## src/rtl/cnn_pkg.sv

```systemverilog
// Shared CNN definitions: default element width, default feature-map size and
// the unpool FSM state type.
package cnn_pkg;

   localparam int CNN_DATA_W = 32;
   localparam int CNN_IN_W   = 3;
   localparam int CNN_IN_H   = 3;

   typedef enum logic [2:0] {
      UNPOOL_IDLE,
      UNPOOL_FILL,
      UNPOOL_EMIT0,
      UNPOOL_EMIT1,
      UNPOOL_DONE
   } unpool_state_e;

   // Index width that stays at least one bit for degenerate one-entry ranges
   function automatic int idx_width(input int n);
      return (n > 1) ? $clog2(n) : 1;
   endfunction

endpackage

```

## src/rtl/unpool_line_buf.sv

```systemverilog
// One-row line buffer: DEPTH signed registers with an indexed write port and
// an indexed combinational read port.
module unpool_line_buf
   import cnn_pkg::*;
#(
   parameter int DATA_W = CNN_DATA_W,
   parameter int DEPTH  = CNN_IN_W,
   localparam int IDX_W = idx_width(DEPTH)
) (
   input  logic                     clk,
   input  logic                     wr_en,
   input  logic [IDX_W-1:0]         wr_idx,
   input  logic signed [DATA_W-1:0] wr_data,
   input  logic [IDX_W-1:0]         rd_idx,
   output logic signed [DATA_W-1:0] rd_data
);

   logic signed [DATA_W-1:0] mem_q [DEPTH];
   logic signed [DATA_W-1:0] mem_d [DEPTH];

   always_comb begin
      mem_d = mem_q;
      if (wr_en) begin
         mem_d[wr_idx] = wr_data;
      end
   end

   // Contents are don't-care after reset, so no reset term here
   always_ff @(posedge clk) begin
      mem_q <= mem_d;
   end

   assign rd_data = mem_q[rd_idx];

endmodule

```

## src/rtl/unpool_layer.sv

```systemverilog
// 2x nearest-neighbour unpooling of an IN_W x IN_H frame, one row at a time.
// Define UNPOOL_ZERO_FILL_EN for max-unpool style top-left placement with zeros.
module unpool_layer
   import cnn_pkg::*;
#(
   parameter int DATA_W = CNN_DATA_W,
   parameter int IN_W   = CNN_IN_W,
   parameter int IN_H   = CNN_IN_H
) (
   input  logic                     clk,
   input  logic                     rst,
   input  logic                     start,
   input  logic                     in_valid,
   output logic                     in_ready,
   input  logic signed [DATA_W-1:0] in_data,
   output logic                     out_valid,
   input  logic                     out_ready,
   output logic signed [DATA_W-1:0] out_data,
   output logic                     out_last,
   output logic                     busy,
   output logic                     done
);

   localparam int ICW = idx_width(IN_W);
   localparam int IRW = idx_width(IN_H);
   localparam int OCW = idx_width(2 * IN_W);

   localparam logic [ICW-1:0] ICOL_LAST = ICW'(IN_W - 1);
   localparam logic [IRW-1:0] IROW_LAST = IRW'(IN_H - 1);
   localparam logic [OCW-1:0] OCOL_LAST = OCW'(2 * IN_W - 1);

   unpool_state_e state_q, state_d;
   logic [ICW-1:0] icol_q, icol_d;
   logic [IRW-1:0] irow_q, irow_d;
   logic [OCW-1:0] ocol_q, ocol_d;

   logic                     buf_wr_en;
   logic [ICW-1:0]           buf_rd_idx;
   logic signed [DATA_W-1:0] buf_rd_data;

   always_comb begin
      state_d   = state_q;
      icol_d    = icol_q;
      irow_d    = irow_q;
      ocol_d    = ocol_q;
      in_ready  = 1'b0;
      out_valid = 1'b0;
      out_last  = 1'b0;
      done      = 1'b0;
      case (state_q)
         UNPOOL_IDLE: begin
            if (start) begin
               state_d = UNPOOL_FILL;
               icol_d  = '0;
               irow_d  = '0;
               ocol_d  = '0;
            end
         end
         UNPOOL_FILL: begin
            in_ready = 1'b1;
            if (in_valid) begin
               if (icol_q == ICOL_LAST) begin
                  state_d = UNPOOL_EMIT0;
                  icol_d  = '0;
               end else begin
                  icol_d = icol_q + 1'b1;
               end
            end
         end
         // The buffered row goes out twice: EMIT0 then EMIT1
         UNPOOL_EMIT0: begin
            out_valid = 1'b1;
            if (out_ready) begin
               if (ocol_q == OCOL_LAST) begin
                  state_d = UNPOOL_EMIT1;
                  ocol_d  = '0;
               end else begin
                  ocol_d = ocol_q + 1'b1;
               end
            end
         end
         UNPOOL_EMIT1: begin
            out_valid = 1'b1;
            out_last  = (irow_q == IROW_LAST) && (ocol_q == OCOL_LAST);
            if (out_ready) begin
               if (ocol_q == OCOL_LAST) begin
                  ocol_d = '0;
                  if (irow_q == IROW_LAST) begin
                     state_d = UNPOOL_DONE;
                  end else begin
                     state_d = UNPOOL_FILL;
                     irow_d  = irow_q + 1'b1;
                  end
               end else begin
                  ocol_d = ocol_q + 1'b1;
               end
            end
         end
         UNPOOL_DONE: begin
            done    = 1'b1;
            state_d = UNPOOL_IDLE;
         end
         default: begin
            state_d = UNPOOL_IDLE;
         end
      endcase
   end

   always_ff @(posedge clk) begin
      if (rst) begin
         state_q <= UNPOOL_IDLE;
         icol_q  <= '0;
         irow_q  <= '0;
         ocol_q  <= '0;
      end else begin
         state_q <= state_d;
         icol_q  <= icol_d;
         irow_q  <= irow_d;
         ocol_q  <= ocol_d;
      end
   end

   assign busy       = (state_q != UNPOOL_IDLE);
   assign buf_wr_en  = in_valid && in_ready;
   assign buf_rd_idx = ICW'(ocol_q >> 1);

   unpool_line_buf #(
      .DATA_W (DATA_W),
      .DEPTH  (IN_W)
   ) u_line_buf (
      .clk     (clk),
      .wr_en   (buf_wr_en),
      .wr_idx  (icol_q),
      .wr_data (in_data),
      .rd_idx  (buf_rd_idx),
      .rd_data (buf_rd_data)
   );

   // Output is purely a function of held state, so it stays stable during stalls
`ifdef UNPOOL_ZERO_FILL_EN
   assign out_data = ((state_q == UNPOOL_EMIT0) && !ocol_q[0]) ? buf_rd_data : '0;
`else
   assign out_data = buf_rd_data;
`endif

endmodule
```

## config.mk

```make
export PLATFORM = sky130hd
export DESIGN_NAME = unpool_layer
export DESIGN_NICKNAME = d
export VERILOG_FILES = /design/src/rtl/cnn_pkg.sv /design/src/rtl/unpool_line_buf.sv /design/src/rtl/unpool_layer.sv
export SDC_FILE = /design/constraint.sdc
export NUM_CORES = 1
export LEC_CHECK = 0
export CAP_MARGIN = 20
export CORE_ASPECT_RATIO = 2
export CORE_MARGIN = 3
export CORE_UTILIZATION = 56
export CTS_CLUSTER_SIZE = 8
export DETAILED_ROUTE_END_ITERATION = 7
export GPL_ROUTABILITY_DRIVEN = 0
export PLACE_DENSITY = 0.86
export SYNTH_ARGS = -nofsm -noshare
export SYNTH_HDL_FRONTEND = slang
export SYNTH_SLANG_ARGS = --single-unit
```

## constraint.sdc

```tcl
create_clock -name clk -period 6.5 [get_ports clk]
set_input_delay 1.3 -clock clk [delete_from_list [all_inputs] [get_ports clk]]
set_output_delay 1.3 -clock clk [all_outputs]
set_load 0.01 [all_outputs]
```

-- Yosys cells after proc, flatten, opt, wreduce, memory -nomap -nowiden
Index checks and enable logic that the tools add are counted.
- register bits: 106
- latch bits: 0
- memory bits (writable): 0
- bits in read-only memories: 0
- input bits: 37
- output and inout bits: 37
- memories kept: 0
- add/sub/neg operators: 3
- multipliers: 0
- div/mod/pow operators: 0
- magnitude comparators: 3
- equal/unequal tests: 16
- shift-type cells: 0
- mux-type cells: 31
- bitwise logic cells: 2
- reductions and logical operators: 13
- operators with widths (cell ; number):
    bitwise mux 96 bit ; 1
    two-way mux 32 bit ; 3
    binary-select mux 32 bit (select 2 bit) ; 1
    demux 32 bit (select 2 bit) ; 1
    two-way mux 3 bit ; 11
    inequality test 2 bit, second input constant ; 8
    two-way mux 2 bit ; 6
    case mux 3 bit (4 select lines) ; 1
    case mux 2 bit (2 select lines) ; 2
    AND reduction 7 bit ; 1
    equality test 3 x 2 -> 1 bit, second input constant ; 2
    equality test 3 bit, second input constant ; 2
    greater-or-equal comparator 3 bit, second input constant ; 2
    NOT 2 -> 3 bit ; 2
    case mux 3 bit (2 select lines) ; 1
    AND reduction 3 bit ; 2
    nonzero test 2 bit ; 3
    AND reduction 5 bit ; 1
    adder 2 x 1 -> 2 bit, second input constant ; 2
    equality test 2 bit, second input constant ; 2
    two-way mux 1 bit ; 4
    adder 3 x 1 -> 3 bit, second input constant ; 1
    equality test 3 x 1 -> 1 bit, second input constant ; 1
    logical AND 1 bit ; 3
    other kinds (5) ; 5

-- Depth between registers and ports, before layout
- depth after elaboration: 6
- depth in mapped cells: 6

-- Modules after synthesis
Synthesis repeated with hierarchy kept, for this count alone.
- cells, all modules: 245
- area, all modules: 4254.1 um^2
- by module, submodules not included (module ; instances ; cells an instance ; area each (um^2) ; seq. area each (um^2)):
    unpool_line_buf ; 1 ; 176 ; 3694.8 ; 2882.8
    unpool_layer ; 1 ; 69 ; 559.3 ; 200.2

-- Worst setup path after synthesis
Ideal clock, no wire load.
- path type: input to register
- from: in in_valid
- to: reg u_line_buf.mem_q[64] (netlist bit), enable pin
- library setup time: 0.443 ns
- data arrival time: 3.262 ns
- setup slack: 2.796 ns
- stages: 2
- path buffers: 0
- cells stage by stage: nand2_1 -> nor4_2
- longest elaborated chain between the ends: 1
- RTL lines (element ; RTL line ; source):
    start: declaration ; unpool_layer.sv:13 ; input logic in_valid,
    logical AND 1 bit ; unpool_layer.sv:124 ; assign buf_wr_en = in_valid && in_ready;
    end signal: assignment ; unpool_line_buf.sv:30 ; mem_q <= mem_d;
    end: declaration ; unpool_line_buf.sv:18 ; logic signed [DATA_W-1:0] mem_q [DEPTH];
Every way passes these cells.
A chain may end at the register's enable or synchronous reset.

-- Worst setup path after layout
- from: reg ocol_q[2]
- to: out out_data[9]
- longest elaborated chain between the ends: 4
- RTL lines (element ; RTL line ; source):
    start: declaration ; unpool_layer.sv:35 ; logic [OCW-1:0] ocol_q, ocol_d;
    start signal: assignment ; unpool_layer.sv:119 ; ocol_q <= ocol_d;
    NOT 2 -> 3 bit (not written as such) ; unpool_line_buf.sv:33 ; assign rd_data = mem_q[rd_idx];
    binary-select mux 32 bit (select 2 bit) ; unpool_line_buf.sv:33 ;
    two-way mux 32 bit (not written as such) (2 in a row) ; unpool_line_buf.sv:33 ;
    end: declaration ; unpool_layer.sv:18 ; output logic signed [DATA_W-1:0] out_data,
Every way passes these cells. The select of a mux whose other input is x is not followed.

==> reports/results.txt <==
Diodes inserted: 0
DRT Wirelength: 7.77 mm
register area share after synthesis: 0.746
minimum clock period: 4040 ps
io pins: 74
core area: 7050 µm²
post-placement cell area: 4940 µm²
fin area: 5200 µm²
endpoints failing setup: 0
NetSw: 0.261 mW
Critical Path RT: 5200 ps
Util after Layout: 0.738
Die Span X: 66.7 µm
nets@finish: 387
vias per inst: 5.42
leakage power: 1.64 nW
H-tree Lvls: 3
total negative slack: 0 ps
fill count: 466
most frequent cell after synthesis: edfxtp_1
cts-stage hold buffer count: 0
GRT overflow: 0
dpl cells: 428
DRT antenna net count: 0
P per Cell Area: 254 nW/µm²
HP Class: reg -> reg
launch point of the worst reg-to-reg path: state_q[0]
CTS tree: built
Tightest Pin Transition: 814 ps
final count of hold timing violations: 0
Max Fclk: 248 MHz
Setup Buffers After CTS: 0
Skew-Pair Late Insertion Delay: 340 ps
Reg area: 3080 µm²
Pwr Total: 1.32 mW
Reg power frac: 0.579
RSZ-0062 raised after global routing: no
Tcrit/Tclk final: 0.621
Cell Rows: 43
die area: 8500 µm²
area leader, netlist: edfxtp_1
top cells by count, synth: edfxtp_1, nand2_1, mux2i_1, o21ai_0, dfxtp_1
Synth Flop Type: edfxtp_1
DR DRC count: 0
drt wl/cell: 17.5 µm
post-cts resize count: 0
Critical Path AT: 2740 ps
Crit. End Element: primary output
fin cells: 444
Synth Warn #: 0
vias in the first global route: 2548
Clk Tree Root Cell: clkbuf_16
drt pass-1 iters: 4
DR iter-0 viols: 166
first-pass GRT wire length: 12.4 mm
Clock Path Buffers: 2
Max-Cap Viols: 0
top cell type's share of synthesized area: 0.698
max_slew headroom: 0.458
Max Fanout on Critical Path: 36
Worst Hold Launch: irow_q[1]
Clk pwr share: 0.356
Mapped Nets: 314
initial antenna violation count: 0
Initial Util: 0.586
Syn Area/Cell: 15.0 µm²
Logic pwr share: 0.065
status: complete, no violations
gr usage total: 0.203
TritonCTS Sinks: 106
number of port buffers: 73
asr flop ratio synth: 0
top cells by area, synth: edfxtp_1, mux2i_1, dfxtp_1, o21ai_0, nand2_1
detailed placement HPWL: 5.04 mm
CTS clock-pin slew for the worst setup and hold paths: 70 ps
Worst Setup Start Kind: flop
Via Count: 2407
Yosys reg bits: 106
Setup crit start: ocol_q[2]
P&R area growth vs syn: 26.0%
Post-Syn Area: 4130 µm²
critical path type: reg -> out
skew final: 8.05 ps
pin count of the biggest net entering global routing: 37
Sw Ratio: 0.198
Int Pwr: 1.06 mW
Yosys cell types: 33
Worst VDD drop: 0.271 mV
Pins Over Slew Limit: 0
share of layout cells above drive strength 1: 0.0763
number of enable flip-flop cells after synthesis: 96
Inserted Clock Buffers: 9
die height: 127 µm
synthesized instance count: 276
multi-input logic area: 977 µm²
## cell usage in the layout, fill, tap and decap left out, types with 2 or more instances in the layout
cell type,Yosys,layout
nor2_1,8,8
nand2b_1,3,3
buf_4,0,4
and2_1,4,2
dfxtp_1,10,9
nand2_1,38,38
inv_1,2,2
clkinv_2,0,3
edfxtp_1,96,96
clkbuf_16,0,9
mux2_2,2,2
clkdlybuf4s50_1,0,73
o21ai_1,6,6
mux2i_1,33,33
a21oi_1,5,5
nand3_1,5,5
nor3_1,2,2
o21ai_0,29,29
nor2b_1,3,2
nor3b_1,2,2
and2_2,0,2
clkinv_1,0,2
## layer usage
metal	global-route usage	wire length, µm	vias to the layer above
met1	0.224	2870	1165
li1	-	-	1169
met5	0	0	-
met2	0.351	4390	59
met4	0.0898	221	0
met3	0.0616	297	14
## power by group through the flow
| stage | logic [mW] | clock network (mW) | registers (mW) |
|---|---|---|---|
| floorplan | 0.0311 | 0 | 0.777 |
| CTS | 0.0870 | 0.481 | 0.765 |
| finish | 0.0857 | 0.470 | 0.765 |
| global route | 0.0925 | 0.515 | 0.766 |
| detailed placement | 0.0861 | 0 | 0.780 |
| global placement | 0.0843 | 0 | 0.779 |
## cell type report
cell class                 instances  area share
clock buffer                       9      0.0433
timing repair buffer              77       0.146
multi-input combinational        153       0.188
tap                               90      0.0216
inverter                           2     0.00144
sequential                       106       0.593
clock inverter                     7     0.00697
## stage by stage
step	setup WS, ps	hold WS (ps)
finish	2460	487
global route	2270	511
CTS	2410	485
detailed placement	2800	476
global placement	2880	452
floorplan	2800	444
## path summary, 6_finish.rpt
check / endpoint / slack, ps / depth (start not counted)
worst min-delay path: irow_q[1] / 490 / 2
worst max-delay path: out_data[9] / 2460 / 6
worst min register to register: irow_q[1] / 490 / 2
worst max register to register: u_line_buf.mem_q[21] / 4180 / 3
## cells by family (layout without fill, tap and decap cells)
family | Yosys count | after routing | share of synthesized area
flops | 106 | 106 | 0.746
buf+inv | 17 | 95 | 0.0203
mux | 35 | 35 | 0.0854
fa+ha+maj | 1 | 1 | 0.00303
compound gates | 44 | 44 | 0.0579
simple gates | 73 | 73 | 0.0869
## critical path, stage by stage (launching register included)
cell	delay, ps
dfxtp_1	320
buf_4	330
nor2b_2	560
buf_4	360
nand2_1	80
o21ai_0	140
clkdlybuf4s50_1	600
## state kept, by name, indices dropped and copies added (netlist names)
register and count:
irow_q 2, state_q 3, icol_q 2, u_line_buf.mem_q 96, ocol_q 3
No activity file was read; power rests on OpenSTA's default activity.
==> RTL change 1 (config.mk and constraints unchanged) <==
Add a define of `UNPOOL_ZERO_FILL_EN`.
--- a/src/rtl/unpool_layer.sv
+++ b/src/rtl/unpool_layer.sv
@@ -1,5 +1,7 @@
 // 2x nearest-neighbour unpooling of an IN_W x IN_H frame, one row at a time.
 // Define UNPOOL_ZERO_FILL_EN for max-unpool style top-left placement with zeros.
+`define UNPOOL_ZERO_FILL_EN
+
 module unpool_layer
    import cnn_pkg::*;
 #(
Function: changed (a bounded check fails within 4 cycles, from zero or initial values and one cycle with rst high).
==> RTL change 1 against the original RTL <==
Register-to-register slack better by 0.16 ns; power is 1.7% higher; sequential cell count stayed put; area after synthesis is 3.7% higher; wire length is 1.7% higher; cell area is 3.4% higher; critical path depth is 1 lower; largest power group unchanged; setup slack worse by 0.091 ns.
==> RTL change 1: results (changes against the original RTL) <==
Outcome
  • Status: complete, no violations (unchanged)

Critical path
  • CP Max Fanout: 37 (was 36)
  • Worst R2R End: u_line_buf.mem_q[43] (was u_line_buf.mem_q[21])
  • Worst EP arrival: 2.83 ns (was 2.74 ns)
  • FF-to-FF setup slack: 4.34 ns (was 4.18 ns)

Routing
  • Vias per inst: 5.48 (was 5.42)
  • Routed len/inst: 16.5 µm (was 17.5 µm)
  • Via Count: 2630 (was 2407)
  • Detailed Route Iter0 Violations: 101 (was 166)

Placement
  • Post-placement cell count: 464 (was 428)
  • HPWL after DPL: 5.17 mm (was 5.04 mm)
  • Placed cell areas: 0.00507 mm² (was 0.00494 mm²)

Synth
  • Synth Area in Compound Gates: 0.0558 (was 0.0579)
  • Multiplexer area fraction after synthesis: 0.0824 (was 0.0854)
  • Netlist cell types: 32 (was 33)
  • Sequential fraction of the synthesis area: 0.720 (was 0.746)
  • Commonest cells post-synth: edfxtp_1 (96), nor2_1 (73), a21oi_1 (38), mux2i_1 (33), dfxtp_1 (10) (was edfxtp_1 (96), nand2_1 (38), mux2i_1 (33), o21ai_0 (29), dfxtp_1 (10))
  • Post-synthesis adder-cell area fraction: 0.00292 (was 0.00303)
  • Largest cells by area after synthesis: edfxtp_1 (67%), mux2i_1 (7.7%), nor2_1 (6.4%) (was edfxtp_1 (70%), mux2i_1 (8.0%), dfxtp_1 (4.8%))

Layout
  • Filler cells: 465 (was 466)
  • Share of cells above drive strength 1: 0.0722 (was 0.0763)
  • Final #Nets: 422 (was 387)

Pwr
  • Pint: 1090 µW (was 1060 µW)
  • VDD IR-drop max: 0.269 mV (was 0.271 mV)
  • Pleak: 0.00178 µW (was 0.00164 µW)

Global route
  • Pin count of the biggest net entering global routing: 38 (was 37)
  • Total GRT Usage: 0.194 (was 0.203)
  • First-pass GRT wire length: 12.2 mm (was 12.4 mm)

Timing
  • Max-slew headroom: 0.264 (was 0.458)
  • Clock skew: 0.00533 ns (was 0.00805 ns)
[RTL change 1: cell count changes after synthesis, sizes merged, moves of 3 or more]
cell,before,now
a21oi,5,38
clkbuf,5,8
nand2,38,6
nor2,8,73
o21ai,35,2
[RTL change 1: worst max-delay path, cell delays in order, from the launching register on]
cell and delay [ns]:
dfxtp_2 1.06, nor2b_2 0.36, buf_4 0.32, a21oi_1 0.17, nor2_1 0.06, clkdlybuf4s50_1 0.51
[RTL change 1: worst max path at each step]
stage	startpoint	endpoint	slack [ns]	cells past startpoint
4_1_cts	ocol_q[1]	out_data[18]	2.26	5
3_5_place_dp	ocol_q[1]	out_data[18]	2.65	5
2_1_floorplan	in_valid	u_line_buf.mem_q[64]	1.17	2
3_3_place_gp	ocol_q[1]	out_data[18]	2.70	5
5_1_grt	ocol_q[1]	out_data[15]	2.20	5
6_report	ocol_q[1]	out_data[15]	2.37	5
[RTL change 1: cell families after synthesis]
kind of cell / count (synthesis)
buffers and inverters: 22
AND/OR/NAND/NOR: 105
adder cells (fa/ha/maj): 1
AO/OA/AOI/OAI: 45
flip-flops: 106
multiplexers: 35
[RTL change 1: layout make-up]
type	instances	share of cell area
clock buffers	9	0.0419
clock inverters	6	0.0107
inverters	2	0.00140
multi-input cells	186	0.203
flip-flops and latches	106	0.573
well taps	92	0.0214
repair buffers	79	0.149
[RTL change 1: metrics by stage]
stage / worst slack [ns] / hold WS, ns / power, µW / utilization
2_1_floorplan: 1.17 / 0.444 / 808 / -
3_3_place_gp: 2.70 / 0.449 / 843 / 0.691
3_5_place_dp: 2.65 / 0.469 / 846 / 0.693
4_1_cts: 2.26 / 0.478 / 1360 / 0.731
5_1_grt: 2.20 / 0.508 / 1390 / 0.735
6_report: 2.37 / 0.474 / 1340 / 0.735
[RTL change 1: per-layer routing]
layer,vias to the layer above,global-route usage,part of all wire
met3,12,0.0486,0.041
li1,1277,-,-
met4,0,0.0961,0.024
met5,-,0,0
met1,1278,0.211,0.37
met2,63,0.342,0.56
[RTL change 1: power by group through the flow]
stage	logic, µW	clock network [µW]	registers (µW)
6_report	66.6	513	765
5_1_grt	73.0	549	765
4_1_cts	67.8	523	764
3_5_place_dp	67.2	0	779
3_3_place_gp	64.4	0	778
2_1_floorplan	30.0	0	778
==> RTL change 2 (same flow settings) <==
Made on the original files. Re-encode `unpool_state_e` (5 states) as one-hot, 5 bits wide.
--- a/src/rtl/cnn_pkg.sv
+++ b/src/rtl/cnn_pkg.sv
@@ -6,12 +6,12 @@
    localparam int CNN_IN_W   = 3;
    localparam int CNN_IN_H   = 3;
 
-   typedef enum logic [2:0] {
-      UNPOOL_IDLE,
-      UNPOOL_FILL,
-      UNPOOL_EMIT0,
-      UNPOOL_EMIT1,
-      UNPOOL_DONE
+   typedef enum logic [4:0] {
+      UNPOOL_IDLE  = 5'b00001,
+      UNPOOL_FILL  = 5'b00010,
+      UNPOOL_EMIT0 = 5'b00100,
+      UNPOOL_EMIT1 = 5'b01000,
+      UNPOOL_DONE  = 5'b10000
    } unpool_state_e;
 
    // Index width that stays at least one bit for degenerate one-entry ranges
Check against the original RTL: no difference found for any inputs over 10 cycles, from zero or initial values and one cycle with rst high; not proved beyond that.
==> RTL change 2 against the original RTL <==
Setup slack better by 0.033 ns; sequential share of layout area is 0.70 points lower; maximum frequency is 0.82% higher; area after synthesis is 3.1% higher; synthesized cell count is 5.1% higher; wire length is 0.86% higher; cell area is 2.5% higher; die area is 2.9% higher; sequential cell count is 2 higher; power is 2.3% lower.
==> RTL change 2: results (changes against the original RTL) <==
Pwr
  • VDD IR-drop max: 0.244 mV (was 0.271 mV)
  • Pleak: 0.00166 µW (was 0.00164 µW)
  • Net Sw Frac: 0.184 (was 0.198)

Placement
  • HPWL after DPL: 5.16 mm (was 5.04 mm)
  • Dpl ws: 2.86 ns (was 2.80 ns)
  • PortBufs: 73 (unchanged)
  • Post-placement cell count: 444 (was 428)

Layout
  • Top Registers: u_line_buf.mem_q (96), state_q (5), ocol_q (3) (was u_line_buf.mem_q (96), ocol_q (3), state_q (3))
  • Filler cells: 474 (was 466)
  • Post-layout util: 0.728 (was 0.738)
  • Antenna Cells: 0 (unchanged)
  • Share of cells above drive strength 1: 0.0761 (was 0.0763)
  • Final #Nets: 401 (was 387)

Critical path
  • Slowest CP cell: clkdlybuf4s50_1 (unchanged)
  • Top delay family on crit path: buffers and inverters (unchanged)
  • Worst EP arrival: 2.71 ns (was 2.74 ns)
  • Max incr delay on CP: 0.59 ns
  • CP Max Fanout: 37 (was 36)

Synth
  • Net Count, Synth: 328 (was 314)
  • Number of flops mapped to enable cells by yosys: 96 (unchanged)
  • Ys flop type: edfxtp_1 (unchanged)
  • Commonest cells post-synth: edfxtp_1 (96), nand2_1 (38), o21ai_0 (36), mux2i_1 (34), dfxtp_1 (12) (was edfxtp_1 (96), nand2_1 (38), mux2i_1 (33), o21ai_0 (29), dfxtp_1 (10))
  • Netlist cell types: 38 (was 33)
  • Synth warn: 0 (unchanged)
  • Sequential fraction of the synthesis area: 0.733 (was 0.746)
  • Largest cells by area after synthesis: edfxtp_1 (68%), mux2i_1 (8.0%), dfxtp_1 (5.6%) (was edfxtp_1 (70%), mux2i_1 (8.0%), dfxtp_1 (4.8%))
  • Asr flop ratio synth: 0 (unchanged)
  • Post-Synthesis Cells: 290 (was 276)

CTS
  • Post-CTS setup buffer count: 0 (unchanged)
  • H-tree depth: 3 (unchanged)
  • Post-CTS sizing: 0 (unchanged)
  • CTS buffer count: 9 (unchanged)
  • Clk buf depth: 2 (unchanged)
  • Root Buffer: clkbuf_16 (unchanged)
  • Clk slew on worst S/H paths: 0.06 ns
  • Skew-Pair Late Insertion Delay: 0.33 ns

Routing
  • Pre-Repair DR Iteration Count: 5 (was 4)
  • Via Count: 2544 (was 2407)
  • Routed len/inst: 17.0 µm (was 17.5 µm)
  • Detailed Route Iter0 Violations: 169 (was 166)
  • Vias per inst: 5.53 (was 5.42)

Worst hold path
  • Worst hold path type: register to register (unchanged)

Timing
  • Clock skew: 0.00458 ns (was 0.00805 ns)
  • Max-slew headroom: 0.343 (was 0.458)

Outcome
  • Status: complete, no violations (unchanged)

Global route
  • Pin count of the biggest net entering global routing: 39 (was 37)
  • Total GRT Usage: 0.195 (was 0.203)
  • First-pass GRT wire length: 12.2 mm (was 12.4 mm)
  • Vias in the first global route: 2596 (was 2548)
  • Initial antenna violation count: 0 (unchanged)
## RTL change 2: changes by cell type in the layout (fill, tap and decap cells not counted), sizes merged, moves of 3 or more
cell,before,now
clkbuf,9,15
clkinv,6,1
nand3,5,0
inv,2,6
nor3,2,6
nand2b,3,0
## RTL change 2: cell families after synthesis
kind of cell | after synthesis | share of synthesized area
xor+xnor | 2 | 0.00411
compound gates | 48 | 0.0629
fa+ha+maj | 1 | 0.00294
simple gates | 74 | 0.0899
buf+inv | 21 | 0.0217
mux | 36 | 0.0852
flops | 108 | 0.733
## RTL change 2: area by class of cell
type | count | area, µm² | share of cell area
multi-input combinational | 161 | 1060 | 0.199
inverter | 6 | 22.5 | 0.00422
clock buffer | 15 | 248 | 0.0464
tap | 92 | 115 | 0.0216
clock inverter | 1 | 3.75 | 0.000704
timing repair buffer | 77 | 761 | 0.143
sequential | 108 | 3120 | 0.586
## RTL change 2: routing by layer
| layer | part of all wire | wire (µm) | vias to the layer above | global-route usage |
|---|---|---|---|---|
| met3 | 0.045 | 353 | 10 | 0.0598 |
| met2 | 0.56 | 4420 | 62 | 0.329 |
| li1 | - | - | 1225 | - |
| met1 | 0.38 | 2970 | 1247 | 0.225 |
| met5 | 0 | 0 | - | 0 |
| met4 | 0.012 | 96 | 0 | 0.0801 |
## RTL change 2: power by group through the flow
stage / clock network (µW) / logic (µW) / registers [µW]
detailed placement: 0 / 62.3 / 776
CTS: 478 / 62.7 / 761
finish: 467 / 62.4 / 761
global route: 508 / 67.2 / 761
floorplan: 0 / 21.4 / 776
global placement: 0 / 59.9 / 776
## RTL change 2: worst paths after layout
path              start              endpoint  slack [ns]  cells past startpoint
min           icol_q[0]             icol_q[0]        0.57                      2
max reg2reg  state_q[2]  u_line_buf.mem_q[87]        4.07                      4
max           ocol_q[2]           out_data[0]        2.49                      6
min reg2reg   icol_q[0]             icol_q[0]        0.57                      2
## RTL change 2: worst register-to-register path, stage by stage (launching register included)
cell and delay (ns):
dfxtp_1 0.36, or3_4 0.44, nor3_4 0.30, nand2_1 0.16, nor2_4 0.76
## RTL change 2: per-stage QoR
step / hold slack [ns] / area (µm²)
after CTS: 0.565 / 5330
after detailed placement: 0.556 / 5080
after floorplan: 0.486 / 4260
after global placement: 0.528 / 5080
final: 0.574 / 5330
after global routing: 0.602 / 5330
